### config.mk
export PLATFORM = sky130hd
export DESIGN_NAME = ram8_ctrl_flat
export DESIGN_NICKNAME = d
export VERILOG_FILES = /design/src/rtl/ram8_ctrl_if.sv /design/src/rtl/ram8_ctrl.sv /design/src/flat_wrapper.sv
export SDC_FILE = /design/constraint.sdc
export NUM_CORES = 1
export LEC_CHECK = 0
export BUFFER_PORTS_ARGS = -buffer_cell sky130_fd_sc_hd__buf_2
export CORE_MARGIN = 1.5
export CORE_UTILIZATION = 45
export CTS_CLUSTER_DIAMETER = 80
export DETAILED_ROUTE_END_ITERATION = 10
export PLACE_DENSITY_LB_ADDON = 0.3
export SYNTH_ARGS = -nofsm -noshare
export SYNTH_HDL_FRONTEND = slang
export SYNTH_SLANG_ARGS = --single-unit
### constraint.sdc
create_clock -name clk -period 2.4 [get_ports clk]
set_input_delay 0.48 -clock clk [delete_from_list [all_inputs] [get_ports clk]]
set_output_delay 0.48 -clock clk [all_outputs]
set_load 0.01 [all_outputs]
### src/rtl/ram8_ctrl_if.sv
// ram8_ctrl_if: request/response handshake bundle for the 8x16 RAM controller.
// The master drives requests and response acceptance; the slave (the RAM controller) answers.
interface ram8_ctrl_if;
    logic        in_valid;
    logic        in_ready;
    logic        we;
    logic [2:0]  address;
    logic [15:0] in_data;
    logic        out_valid;
    logic        out_ready;
    logic [15:0] out_data;
    logic        busy;

    modport master (
        output in_valid, we, address, in_data, out_ready,
        input  in_ready, out_valid, out_data, busy
    );

    modport slave (
        input  in_valid, we, address, in_data, out_ready,
        output in_ready, out_valid, out_data, busy
    );
endinterface

### src/rtl/ram8_ctrl.sv
// ram8_ctrl: 8 x 16-bit RAM with a one-cycle valid/ready request/response port.
// Define RAM8_CTRL_CLEAR_EN to build in the power-on clear sequencer (8 busy cycles zeroing every word).
module ram8_ctrl (
    input  logic       clk,
    input  logic       reset_n,
    ram8_ctrl_if.slave bus
);
    logic [15:0] mem_r [8];

    logic        busy_s;
    logic        clr_we_s;
    logic [2:0]  clr_addr_s;
    logic        accept_s;
    logic        mem_we_s;
    logic [2:0]  mem_addr_s;
    logic [15:0] mem_wdata_s;
    logic        out_valid_r;
    logic [15:0] out_data_r;

`ifdef RAM8_CTRL_CLEAR_EN
    localparam logic [0:0] ST_CLEAR = 1'b0;
    localparam logic [0:0] ST_IDLE  = 1'b1;

    logic [0:0] state_r;
    logic [2:0] cnt_r;

    // Clear sequencer: walks cnt through every word once, then parks in IDLE until reset.
    always_ff @(posedge clk or negedge reset_n) begin
        if (!reset_n) begin
            state_r <= ST_CLEAR;
            cnt_r   <= 3'd0;
        end else begin
            case (state_r)
                ST_CLEAR: begin
                    cnt_r <= cnt_r + 3'd1;
                    if (cnt_r == 3'd7) begin
                        state_r <= ST_IDLE;
                    end else begin
                        state_r <= ST_CLEAR;
                    end
                end
                ST_IDLE: begin
                    state_r <= ST_IDLE;
                    cnt_r   <= cnt_r;
                end
                default: begin
                    state_r <= ST_CLEAR;
                    cnt_r   <= 3'd0;
                end
            endcase
        end
    end

    assign busy_s     = (state_r == ST_CLEAR);
    assign clr_we_s   = busy_s;
    assign clr_addr_s = cnt_r;
`else
    assign busy_s     = 1'b0;
    assign clr_we_s   = 1'b0;
    assign clr_addr_s = 3'd0;
`endif

    assign bus.in_ready  = !busy_s && (!out_valid_r || bus.out_ready);
    assign accept_s      = bus.in_valid && bus.in_ready;
    assign bus.busy      = busy_s;
    assign bus.out_valid = out_valid_r;
    assign bus.out_data  = out_data_r;

    // Write-port select: the clear sequencer owns the array while busy, otherwise accepted writes.
    always_comb begin
        mem_we_s    = 1'b0;
        mem_addr_s  = bus.address;
        mem_wdata_s = bus.in_data;
        if (clr_we_s) begin
            mem_we_s    = 1'b1;
            mem_addr_s  = clr_addr_s;
            mem_wdata_s = 16'h0000;
        end else if (accept_s && bus.we) begin
            mem_we_s    = 1'b1;
        end else begin
            mem_we_s    = 1'b0;
        end
    end

    // Storage array: deliberately not reset, contents only change through the write port.
    always_ff @(posedge clk) begin
        if (mem_we_s) begin
            mem_r[mem_addr_s] <= mem_wdata_s;
        end
    end

    // Response register: loads on acceptance (write echoes data, read returns pre-edge contents),
    // drops when the consumer takes it without a replacement, and holds while stalled.
    always_ff @(posedge clk or negedge reset_n) begin
        if (!reset_n) begin
            out_valid_r <= 1'b0;
            out_data_r  <= 16'h0000;
        end else if (accept_s) begin
            out_valid_r <= 1'b1;
            out_data_r  <= bus.we ? bus.in_data : mem_r[bus.address];
        end else if (bus.out_ready) begin
            out_valid_r <= 1'b0;
            out_data_r  <= out_data_r;
        end else begin
            out_valid_r <= out_valid_r;
            out_data_r  <= out_data_r;
        end
    end
endmodule

### src/flat_wrapper.sv
// flat-port wrapper written by rule: the top's interface ports become plain ports
module ram8_ctrl_flat 
  (clk, reset_n, bus_in_valid, bus_we, bus_address, bus_in_data, bus_out_ready, bus_in_ready, bus_out_valid, bus_out_data, bus_busy);
  ram8_ctrl_if bus_i ();
  input  logic clk;
  input  logic reset_n;
  input wire logic [$bits(bus_i.in_valid)-1:0] bus_in_valid;
  input wire logic [$bits(bus_i.we)-1:0] bus_we;
  input wire logic [$bits(bus_i.address)-1:0] bus_address;
  input wire logic [$bits(bus_i.in_data)-1:0] bus_in_data;
  input wire logic [$bits(bus_i.out_ready)-1:0] bus_out_ready;
  output wire logic [$bits(bus_i.in_ready)-1:0] bus_in_ready;
  output wire logic [$bits(bus_i.out_valid)-1:0] bus_out_valid;
  output wire logic [$bits(bus_i.out_data)-1:0] bus_out_data;
  output wire logic [$bits(bus_i.busy)-1:0] bus_busy;
  assign bus_i.in_valid = bus_in_valid;
  assign bus_i.we = bus_we;
  assign bus_i.address = bus_address;
  assign bus_i.in_data = bus_in_data;
  assign bus_i.out_ready = bus_out_ready;
  assign bus_in_ready = bus_i.in_ready;
  assign bus_out_valid = bus_i.out_valid;
  assign bus_out_data = bus_i.out_data;
  assign bus_busy = bus_i.busy;
  ram8_ctrl u_core (.clk(clk), .reset_n(reset_n), .bus(bus_i));
endmodule
==> flow_metrics.py, run 1 <==
metrics = {
    "logic_synthesis": {
        "yosysMostFrequentCell": "edfxtp_1",
        "async_flop_share": 0.1172,
        "yosys-top-cells-area": "edfxtp_1 (66%), mux2i_1 (11%), dfrtp_1 (7.3%)",
        "synth_area_um2": 5807,
        "synth_fp_nets": 378,
        "synth_top_area_cell": "edfxtp_1",
        "ys_seq_area_frac": 0.7352,
        "synth.avg_cell_area_um2": 16.40,
        "synth_warnings": 0,
        "ys_ff_latch": 145,
        "synth_edf_count": 128,
        "synthFlopType": "edfxtp_1",
        "synth_common_cells": "edfxtp_1 (128), mux2i_1 (64), o22ai_1 (23)",
        "synth_top_area_frac": 0.6619,
        "netlist_instances": 354,
        "synthDistinctLibCells": 23,
    },
    "die": {
        "io_pins": 43,
        "start_util": 0.4601,
        "core_um2": 12620,
        "row_count": 41,
        "die_y_um": 116.6,
        "fp.dieW_um": 116.6,
        "die_area_um2": 13590,
    },
    "setup_path": {
        "crit_path_end_kind": "flop",
        "cp_max_fo": 16,
        "cp_data_arrival_time_ps": 1800,
        "crit_family": "simple AND/OR/NAND/NOR gates",
        "worst-setup-path-type": "reg2reg",
        "worstPathCellList": "nand2b_1 > and2_1 > nand2_1 > nor3_2 > buf_4",
        "crit_path_top_delay_cell": "dfrtp_1",
        "cp-start-kind": "flop",
        "cp_data_required_time_ps": 2500,
        "crit_buf_inv": 1,
        "max_stage_delay_ps": 370,
    },
    "cts": {
        "clk_pin_slew_worst_paths_ps": 60,
        "cts_max_level": 4,
        "cts.sinks": 145,
        "clockBufferDepth": 2,
        "cts_tree": "built",
        "post_cts_buffers": 0,
        "hold_buffers": 0,
        "clkLatencyLatePin_ps": 420,
        "cts_resized": 0,
        "root_buffer": "clkbuf_16",
        "cts_buffers": 17,
    },
    "finish": {
        "num_antenna_cells": 0,
        "num-fill-cells": 1036,
        "fin_cells": 598,
        "post-route-util": 0.5464,
        "drive_above_1_share": 0.2488,
        "area_growth_pct": 18.75,
        "fin_nets": 437,
    },
    "power": {
        "leakage_nw": 2.558,
        "p_total_w": 0.006021,
        "power_density_nw_per_um2": 873.2,
        "ir_worst_vdd_mv": 0.5171,
    },
    "sta": {
        "relSlewSlack": 0.6405,
        "fin_ws_ps": 698.7,
        "fin_crit_sh": 0.7089,
        "fin_crit_ps": 1701,
        "fmax_ghz": 0.5878,
        "rsz0062_at_grt": "false",
        "skew_ps": 5.039,
        "maxSlewViolCount": 0,
        "setup_violations": 0,
        "hold_viol": 0,
        "worstMarginPinSlew_ps": 539.3,
    },
    "grt": {
        "grt_max_degree": 32,
        "grt_usage": 0.1951,
        "antenna_found_initial": 0,
        "grt_first_pass_wirelength_um": 18570,
        "grt.overflow.total": 0,
        "grt_pass1_vias": 3216,
    },
    "drt": {
        "drt_iter0_markers": 299,
        "viasPerCell": 5.420,
        "route.vias.total": 3241,
        "drt_pass1_iterations": 4,
        "drc_errors": 0,
        "wl_um": 12130,
        "final_antenna_net_count": 0,
        "wl_per_cell_um": 20.28,
    },
    "worst_hold_path": {
        "hold_class": "in2async",
    },
    "placement": {
        "preCtsSetupSlack_ps": 377.1,
        "portBuffers": 41,
        "place_hpwl_um": 7037,
        "routabilityCongestion": 0.7310,
        "dp_cells": 566,
    },
    "run": {
        "drv_cap": 0,
    },
    "status": {
        "status": "completed",
    },
}
## power by group
part	internal (W)	switching, W	leakage [nW]
Clock	0.00182	0.000959	0.297
Sequential	0.00281	0.0000321	1.34
Combinational	0.000153	0.000244	0.917
## worst register-to-register path, stage by stage, from the launching register on
cell and delay [ps]:
dfrtp_1 370, nand2b_1 160, and2_1 190, nand2_1 150
nor3_2 210, buf_4 300
## flip-flops by register name, indices dropped and copies added (netlist names)
signal / flops
u_core.bus.out_data: 16
u_core.bus.out_valid: 1
u_core.mem_r: 128
## per-stage QoR
stage               hold slack [ps]  instance area [um2]  TNS [ps]
global placement              480.3                 6272         0
detailed placement            489.9                 6272         0
global route                  65.82                 6895         0
floorplan                     184.4                 5817    -24020
finish                        40.91                 6895         0
CTS                           43.61                 6895         0
## layout make-up
class	count	area [um2]	share of cell area
Multi-Input combinational cell	168	1328	0.1925
Sequential cell	145	4269	0.6191
Clock inverter	14	193.9	0.02813
Clock buffer	18	429.2	0.06224
Tap cell	172	215.2	0.03121
Timing Repair Buffer	65	400.4	0.05807
Inverter	16	60.06	0.008710
## routing by layer
metal / track usage / routed length, um / up-vias
met5: 0 / 0 / -
met4: 0.08514 / 174 / 0
met3: 0.05138 / 869 / 13
met2: 0.2925 / 5914 / 109
met1: 0.2709 / 5166 / 1629
li1: - / - / 1490
## kinds of logic after synthesis
logic type             after synthesis  share of synthesized area
flip-flops                         145                     0.7352
multiplexers                        64                     0.1103
AND/OR/NAND/NOR                     54                    0.04353
AO/OA/AOI/OAI                       49                    0.06852
buffers and inverters               41                    0.04180
other                                1                  0.0006458
## worst paths after layout
kind                       slack (ps)                               start                                 end  cells after the start
max                               700    u_core.bus.out_valid$_DFFE_PN0P_        u_core.mem_r[5][3]$_DFFE_PP_                      5
min                                40                             reset_n    u_core.bus.out_valid$_DFFE_PN0P_                      1
max reg2reg                       700    u_core.bus.out_valid$_DFFE_PN0P_        u_core.mem_r[5][3]$_DFFE_PP_                      5
min reg2reg                       550  u_core.bus.out_data[1]$_DFFE_PN0P_  u_core.bus.out_data[1]$_DFFE_PN0P_                      2
max in group asynchronous        1990                             reset_n  u_core.bus.out_data[2]$_DFFE_PN0P_                      1
min in group clk                  300                        bus_in_valid    u_core.bus.out_valid$_DFFE_PN0P_                      2
## placed cells by master, fill, tap and decap left out, types with 6 or more instances in the layout
master     count
a311oi_1      15
buf_2         40
buf_4         24
clkbuf_16     17
dfrtp_1       17
edfxtp_1     128
inv_1         16
mux2i_1       64
nand2_1        6
nor2_1        17
nor3_1        16
o22ai_1       23
o22ai_2        9
Power figures use the tool's default switching activity.
==> inputs of run 2 (changes only) <==
- clock period: 2.4 -> 1.64 ns (I/O delays scaled with it)
==> flow_metrics.py, run 2 (same netlist as run 1, synthesis figures left out) <==
metrics = {
    "drt": {
        "wl_um": 12160,
        "wl_per_cell_um": 19.99,
        "viasPerCell": 5.383,
        "final_antenna_net_count": 0,
        "drt_pass1_iterations": 4,
        "drc_errors": 0,
        "route.vias.total": 3273,
        "drt_iter0_markers": 201,
    },
    "sta": {
        "hold_viol": 0,
        "maxSlewViolCount": 0,
        "fmax_ghz": 0.6385,
        "fin_crit_sh": 0.9550,
        "rsz0062_at_grt": "false",
        "setup_violations": 0,
        "fin_crit_ps": 1566,
        "fin_ws_ps": 73.75,
        "skew_ps": 8.375,
    },
    "setup_path": {
        "startpoint": "u_core.bus.out_valid$_DFFE_PN0P_",
        "crit_path_top_delay_cell": "dfrtp_1",
        "cp_max_fo": 16,
        "crit_path_end_kind": "flop",
        "max_stage_delay_ps": 410,
        "cp-start-kind": "flop",
        "cp_data_arrival_time_ps": 1680,
        "crit-reg2reg-launch": "u_core.bus.out_valid$_DFFE_PN0P_",
        "cp_data_required_time_ps": 1750,
        "worst-setup-path-type": "reg2reg",
        "worstPathCellList": "nand2b_4 > and2_1 > nand2_4 > nor3_4 > buf_12",
    },
    "cts": {
        "post_cts_buffers": 0,
        "cts.sinks": 145,
        "cts_buffers": 17,
        "clk_pin_slew_worst_paths_ps": 50,
        "clkLatencyLatePin_ps": 410,
        "root_buffer": "clkbuf_16",
        "cts_tree": "built",
        "cts_max_level": 4,
        "clockBufferDepth": 2,
    },
    "die": {
        "die_area_um2": 13590,
        "row_count": 41,
        "io_pins": 43,
        "core_um2": 12620,
        "fp.dieW_um": 116.6,
        "start_util": 0.4601,
        "die_y_um": 116.6,
    },
    "placement": {
        "placed_area_um2": 6507,
        "preCtsSetupSlack_ps": 15.03,
        "place_hpwl_um": 7871,
        "routabilityCongestion": 0.7651,
        "dp_cells": 575,
        "portBuffers": 41,
    },
    "finish": {
        "top_register": "u_core.mem_r",
        "final_common_cell": "edfxtp_1",
        "largest_reg_flops": 128,
        "fin_nets": 447,
        "fin_cells": 608,
        "fin_area_um2": 7069,
        "num-fill-cells": 1005,
        "drive_above_1_share": 0.2706,
        "area_growth_pct": 21.74,
        "regArea_um2": 4269,
        "final_cell_mix": "edfxtp_1 (128), mux2i_1 (64), buf_2 (40), buf_4 (24), o22ai_1 (23)",
        "multi_input_area_um2": 1398,
        "num_antenna_cells": 0,
    },
    "worst_hold_path": {
        "min_from": "bus_in_valid",
        "hold_class": "in2reg",
    },
    "grt": {
        "antenna_found_initial": 0,
        "grt_pass1_vias": 3404,
        "grt.overflow.total": 0,
        "grt_max_degree": 21,
        "grt_first_pass_wirelength_um": 18550,
        "grt_usage": 0.1935,
    },
    "power": {
        "power_frac_comb": 0.077,
        "power_density_nw_per_um2": 1187,
        "internal_power_w": 0.006611,
        "swShare": 0.2123,
        "leakage_nw": 2.626,
        "ir_worst_vdd_mv": 0.7456,
        "clockPowerShare": 0.427,
        "p_seq_frac": 0.496,
        "switchingPower_w": 0.001782,
    },
    "status": {
        "status": "completed",
    },
    "run": {
        "drv_cap": 0,
    },
}
run 2: metal layers:
metal / vias to the layer above / global-route usage / wire [um] / share of wire
li1: 1510 / - / - / -
met1: 1640 / 0.2610 / 5499 / 0.45
met2: 101 / 0.2980 / 5800 / 0.48
met3: 22 / 0.05293 / 655 / 0.054
met4: 0 / 0.08353 / 200 / 0.016
met5: - / 0 / 0 / 0
run 2: through the flow:
| step | total power [W] | utilization | hold slack [ps] | setup TNS, ps |
|---|---|---|---|---|
| after floorplan | 0.004615 | - | 32.41 | -15790 |
| after global placement | 0.004871 | 0.5157 | 315.6 | 0 |
| after detailed placement | 0.004886 | 0.5157 | 317.1 | 0 |
| after CTS | 0.008457 | 0.5595 | 165.4 | 0 |
| after global routing | 0.008651 | 0.5602 | 180.0 | 0 |
| final | 0.008394 | 0.5602 | 177.8 | 0 |
run 2: worst paths after layout:
| check | to | slack [ps] | depth (start not counted) |
|---|---|---|---|
| hold reg to reg | u_core.bus.out_data[15]$_DFFE_PN0P_ | 550 | 2 |
| max in group asynchronous | u_core.bus.out_data[7]$_DFFE_PN0P_ | 910 | 2 |
| min in group asynchronous | u_core.bus.out_data[10]$_DFFE_PN0P_ | 410 | 2 |
| setup / recovery | u_core.mem_r[5][6]$_DFFE_PP_ | 70 | 5 |
| setup reg to reg | u_core.mem_r[5][6]$_DFFE_PP_ | 70 | 5 |
| hold / removal | u_core.bus.out_valid$_DFFE_PN0P_ | 180 | 2 |
run 2: worst max-delay path, delay by kind of cell (launching register included):
kind	cells	cell delay, ps
simple gates	4	650
flops	1	410
buf+inv	1	200
run 2: area by class of cell:
| cell class | instances | share of cell area |
|---|---|---|
| Tap cell | 172 | 0.03044 |
| Clock buffer | 26 | 0.06496 |
| Timing Repair Buffer | 75 | 0.08230 |
| Clock inverter | 6 | 0.01186 |
| Multi-Input combinational cell | 168 | 0.1977 |
| Sequential cell | 145 | 0.6039 |
| Inverter | 16 | 0.008850 |
run 2: what timing repair did:
item                       4_1_cts  5_1_grt
hold buffers                     1        0
hold endpoints to repair        17        0
setup endpoints to repair        0       22
gates resized for setup          0        2
run 2: power by group through the flow:
stage	Sequential, W	Clock, W	Combinational [W]
floorplan	0.00427	0	0.000348
global placement	0.00424	0	0.000633
detailed placement	0.00424	0	0.000646
CTS	0.00417	0.00364	0.000650
global route	0.00418	0.00377	0.000703
finish	0.00417	0.00358	0.000645
